--- src/rtl/serial_add_sub.sv ---
// Bit-serial adder/subtractor: one full-adder slice plus a carry flop, LSB first.
// Result, Cout and Ovf only change on completion or reset.
module serial_add_sub #(
    parameter int WIDTH = 8
) (
    input  logic             clk,
    input  logic             rstn,
    input  logic             start,
    input  logic             op,
    input  logic [WIDTH-1:0] A,
    input  logic [WIDTH-1:0] B,
    output logic             busy,
    output logic             done,
    output logic [WIDTH-1:0] Result,
    output logic             Cout,
    output logic             Ovf
);

    localparam int CW = (WIDTH > 2) ? $clog2(WIDTH) : 1;
    localparam logic [CW-1:0] LAST = CW'(WIDTH - 1);

    typedef enum logic [1:0] {
        IDLE,
        RUN,
        DONE
    } state_t;

    state_t state, state_next;

    logic [WIDTH-1:0] op_a, op_b, acc;
    logic             carry;
    logic [CW-1:0]    count;
    logic             sum_bit, carry_next, last_bit;

    assign sum_bit    = op_a[0] ^ op_b[0] ^ carry;
    assign carry_next = (op_a[0] & op_b[0]) | (op_a[0] & carry) | (op_b[0] & carry);
    assign last_bit   = (count == LAST);

    always_ff @(posedge clk or negedge rstn) begin
        if (!rstn) begin
            state <= IDLE;
        end else begin
            state <= state_next;
        end
    end

    always_comb begin
        state_next = state;
        case (state)
            IDLE:    if (start) state_next = RUN;
            RUN:     if (last_bit) state_next = DONE;
            DONE:    state_next = IDLE;
            default: state_next = IDLE;
        endcase
    end

    // On the last bit the current carry is the carry into the MSB, so overflow
    // is that carry XOR the carry leaving the MSB.
    always_ff @(posedge clk or negedge rstn) begin
        if (!rstn) begin
            op_a   <= '0;
            op_b   <= '0;
            acc    <= '0;
            carry  <= 1'b0;
            count  <= '0;
            Result <= '0;
            Cout   <= 1'b0;
            Ovf    <= 1'b0;
        end else begin
            case (state)
                IDLE: begin
                    if (start) begin
                        op_a  <= A;
                        op_b  <= op ? ~B : B;
                        carry <= op;
                        count <= '0;
                    end
                end
                RUN: begin
                    op_a  <= op_a >> 1;
                    op_b  <= op_b >> 1;
                    acc   <= {sum_bit, acc[WIDTH-1:1]};
                    carry <= carry_next;
                    count <= count + 1'b1;
                    if (last_bit) begin
                        Result <= {sum_bit, acc[WIDTH-1:1]};
                        Cout   <= carry_next;
                        Ovf    <= carry ^ carry_next;
                    end
                end
                default: ;
            endcase
        end
    end

    assign busy = (state == RUN);
    assign done = (state == DONE);

endmodule
--- config.mk ---
export PLATFORM = sky130hd
export DESIGN_NAME = serial_add_sub
export DESIGN_NICKNAME = d
export VERILOG_FILES = /design/src/rtl/serial_add_sub.sv
export SDC_FILE = /design/constraint.sdc
export NUM_CORES = 1
export LEC_CHECK = 0
export CAP_MARGIN = 20
export CORE_MARGIN = 10
export CORE_UTILIZATION = 50
export DETAILED_ROUTE_END_ITERATION = 10
export GPL_TIMING_DRIVEN = 0
export PLACE_DENSITY = 0.75
export SLEW_MARGIN = 5
export SYNTH_ARGS = -nofsm -noshare
export SYNTH_HDL_FRONTEND = slang
export SYNTH_SLANG_ARGS = --single-unit
--- constraint.sdc ---
create_clock -name clk -period 2.1 [get_ports clk]
set_input_delay 0.42 -clock clk [delete_from_list [all_inputs] [get_ports clk]]
set_output_delay 0.42 -clock clk [all_outputs]
set_load 0.1 [all_outputs]
==> results.py, run 1 <==
metrics = {
    "clock_network": {
        "root_buffer": "clkbuf_8",
        "clock-sinks": 39,
        "cts_tree": "yes",
        "clkLatencyLatePin_ns": 0.28,
        "ctsHtreeMaxLevel": 2,
        "holdBufCountCts": 0,
        "numCtsBuffers": 5,
        "clk_pin_slew_ns": 0.07,
        "clockBufferDepth": 2,
    },
    "synth": {
        "ys.warnings.count": 0,
        "syn_area_per_cell_um2": 11.8,
        "synth_cells": 155,
        "synth_edf_count": 0,
        "synth_largest_area_cell": "dfrtp_1",
        "synth_most_common_cell": "dfrtp_1",
        "ys_ff_latch": 39,
        "ys.flop_type": "dfrtp_1",
        "ys_top_cells_by_area": "dfrtp_1, mux2_2, a22oi_1",
        "syn_area_um2": 1830,
        "synth_top_area_share_pct": 53.5,
        "async_flop_share_pct": 100,
        "synth-seq-area-share_pct": 53.5,
        "netlist_top_cells_count": "dfrtp_1, mux2_2, a22oi_1, o21ai_0, nor2b_1",
        "synth_cell_types": 26,
        "synth_nets": 178,
    },
    "timing": {
        "fin_setup_tns_ns": 0,
        "rsz0062_at_grt": "no",
        "setup_viol": 0,
        "layout_setup_ws_ns": 0.0879,
        "finalClockSkew_ns": 0.00449,
        "period_needed_ns": 2.01,
        "tightest_slew_ns": 0.981,
        "slew_violations": 0,
        "hold_viol": 0,
        "relSlewSlack_pct": 34.9,
        "fmax_mhz": 497,
        "fin_crit_sh_pct": 95.8,
    },
    "die": {
        "core_um2": 3440,
        "dieHeight_um": 80.4,
        "num_rows": 21,
        "chipWidth_um": 80.4,
        "ios": 32,
        "initial_core_util_pct": 53.0,
        "die_area_um2": 6470,
    },
    "run": {
        "maxCapViolations": 0,
    },
    "setup_path": {
        "cp_num_buf_inv": 4,
        "endpoint_kind": "primary output",
        "critPathMaxFanout": 10,
        "cp_common_cell": "buf_6",
        "critPathKind": "reg2out",
        "arrival_ns": 1.59,
        "crit_path_start_kind": "flop",
        "path_delay_family": "buffers and inverters",
        "slowest_delay_ns": 0.34,
        "slowest_stage": "dfrtp_1",
        "cp_data_required_time_ns": 1.68,
        "cp_cell_sequence": "buf_6, nor2b_1, buf_6, buf_2, buf_6",
    },
    "global_route": {
        "grt_antenna_before_repair": 0,
        "grt_pass1_vias": 1360,
        "grt_overflow_total": 0,
        "grt_pass1_wl_mm": 6.28,
        "grtUsageTotal_pct": 12.3,
        "grt_max_degree": 40,
    },
    "placed_design": {
        "place_congestion": 0.791,
        "dp_slack_ns": -0.513,
        "placed_cells": 231,
        "dpl.hpwl_mm": 2.72,
        "dpl_cell_area_um2": 2180,
        "port_buffers": 30,
    },
    "layout": {
        "antenna_cells": 0,
        "drive_gt1_share_pct": 20.2,
        "ff_latch_area_um2": 976,
        "final_util_pct": 66.0,
        "finalInstanceArea_um2": 2270,
        "area_growth_pct": 24.5,
        "final_cells": 239,
        "multi_input_area_um2": 757,
        "nFillCells": 292,
        "nets": 215,
    },
    "routing": {
        "met2_length_mm": 1.75,
        "met3WireLength_um": 263,
        "dr.pass1.iters": 4,
        "m1WireLength_mm": 1.62,
        "drt_iter0_drc": 70,
        "top_layer_used": "met4",
        "routed_wl_mm": 3.71,
        "wl_per_cell_um": 15.5,
        "ant_nets": 0,
        "vias_per_cell": 5.47,
        "drc": 0,
        "dr_total_vias": 1307,
    },
    "min_path": {
        "hold_path_class": "in2async",
    },
    "pwr": {
        "vdd_drop_max_uv": 702,
        "p_leak_uw": 0.00101,
        "p_per_area_nw_per_um2": 1590,
    },
    "status": {
        "status": "finished clean",
    },
}
-- logic make-up after synthesis --
group                    share of synthesized area, %
adder cells (fa/ha/maj)                          2.47
flip-flops                                       53.5
AO/OA/AOI/OAI                                    16.4
multiplexers                                     11.0
buffers and inverters                            5.07
AND/OR/NAND/NOR                                  7.27
XOR/XNOR                                         4.32
-- cell type report --
cell class / instances / share of cell area, %
repair buffers: 30 / 12.5
clock buffers: 8 / 4.40
inverters: 5 / 0.826
flip-flops and latches: 39 / 42.9
multi-input cells: 99 / 33.3
well taps: 46 / 2.53
plain buffers: 12 / 3.47
-- timing repair --
action | CTS | global route
setup endpoints to repair | 12 | 2
setup buffers | 0 | 0
pin swaps | 0 | 0
cloned | 0 | 0
gates resized for setup | 22 | 4
-- where the power goes --
part,internal [uW],switching (uW)
clock,299,239
combinational,623,1180
sequential,1070,204
-- sequential cells by signal, summed over array words and instances, names as in the netlist --
register,flops
count,3
Cout,1
Ovf,1
op_a,8
Result,8
state,2
op_b,8
carry,1
acc,7
-- cells in the final DEF (no fill, tap or decap) --
master,netlist,final
a21oi_1,9,9
clkbuf_4,0,2
mux2_2,17,17
and2b_1,1,1
nand2_1,7,7
o211ai_1,4,4
o32ai_1,3,3
clkdlybuf4s50_1,0,17
or2_2,1,1
o21ai_0,12,12
clkbuf_8,0,7
dfrtp_1,39,39
a22oi_1,12,12
buf_4,1,1
nand3b_1,1,1
inv_1,5,5
buf_2,8,7
xor2_1,1,1
clkbuf_1,1,2
xnor2_1,8,8
ha_1,2,2
or3b_1,1,1
nor2b_1,11,11
fa_1,1,1
mux2i_1,1,1
buf_6,2,4
nor2_1,2,2
a221o_1,3,3
dlygate4sd2_1,0,10
a22o_1,2,2
-- metrics by stage --
step                hold WS (ns)  total power [uW]
floorplan                  0.124              2700
global placement           0.474              3110
detailed placement         0.471              3180
CTS                        0.261              3650
global route               0.325              3830
finish                     0.248              3620
-- layer usage --
metal  vias up  global-route usage (%)
met4         0                    6.51
met1       639                    14.2
met5         -                       0
met3         6                    4.23
li1        628                       -
met2        34                    19.6
-- worst paths after layout --
check	start	to	slack (ns)	depth (start not counted)
worst max-delay path	state[0]	busy	0.09	5
worst min-delay path	rstn	Result[0]	0.25	1
worst max register to register	count[0]	Result[1]	0.40	5
worst min register to register	Ovf	Ovf	0.47	2
max in group asynchronous	rstn	Result[7]	1.31	1
min in group clk	Ovf	Ovf	0.47	2
Note: power is estimated with default switching activity, not from simulation.
==> inputs of run 2 (changes only) <==
--- a/config.mk
+++ b/config.mk
@@ -15,3 +15,4 @@
 export SYNTH_ARGS = -nofsm -noshare
 export SYNTH_HDL_FRONTEND = slang
 export SYNTH_SLANG_ARGS = --single-unit
+export TNS_END_PERCENT = 30
==> results of run 2 <==
The final DEF is identical to that of run 1; final timing and power are the same.
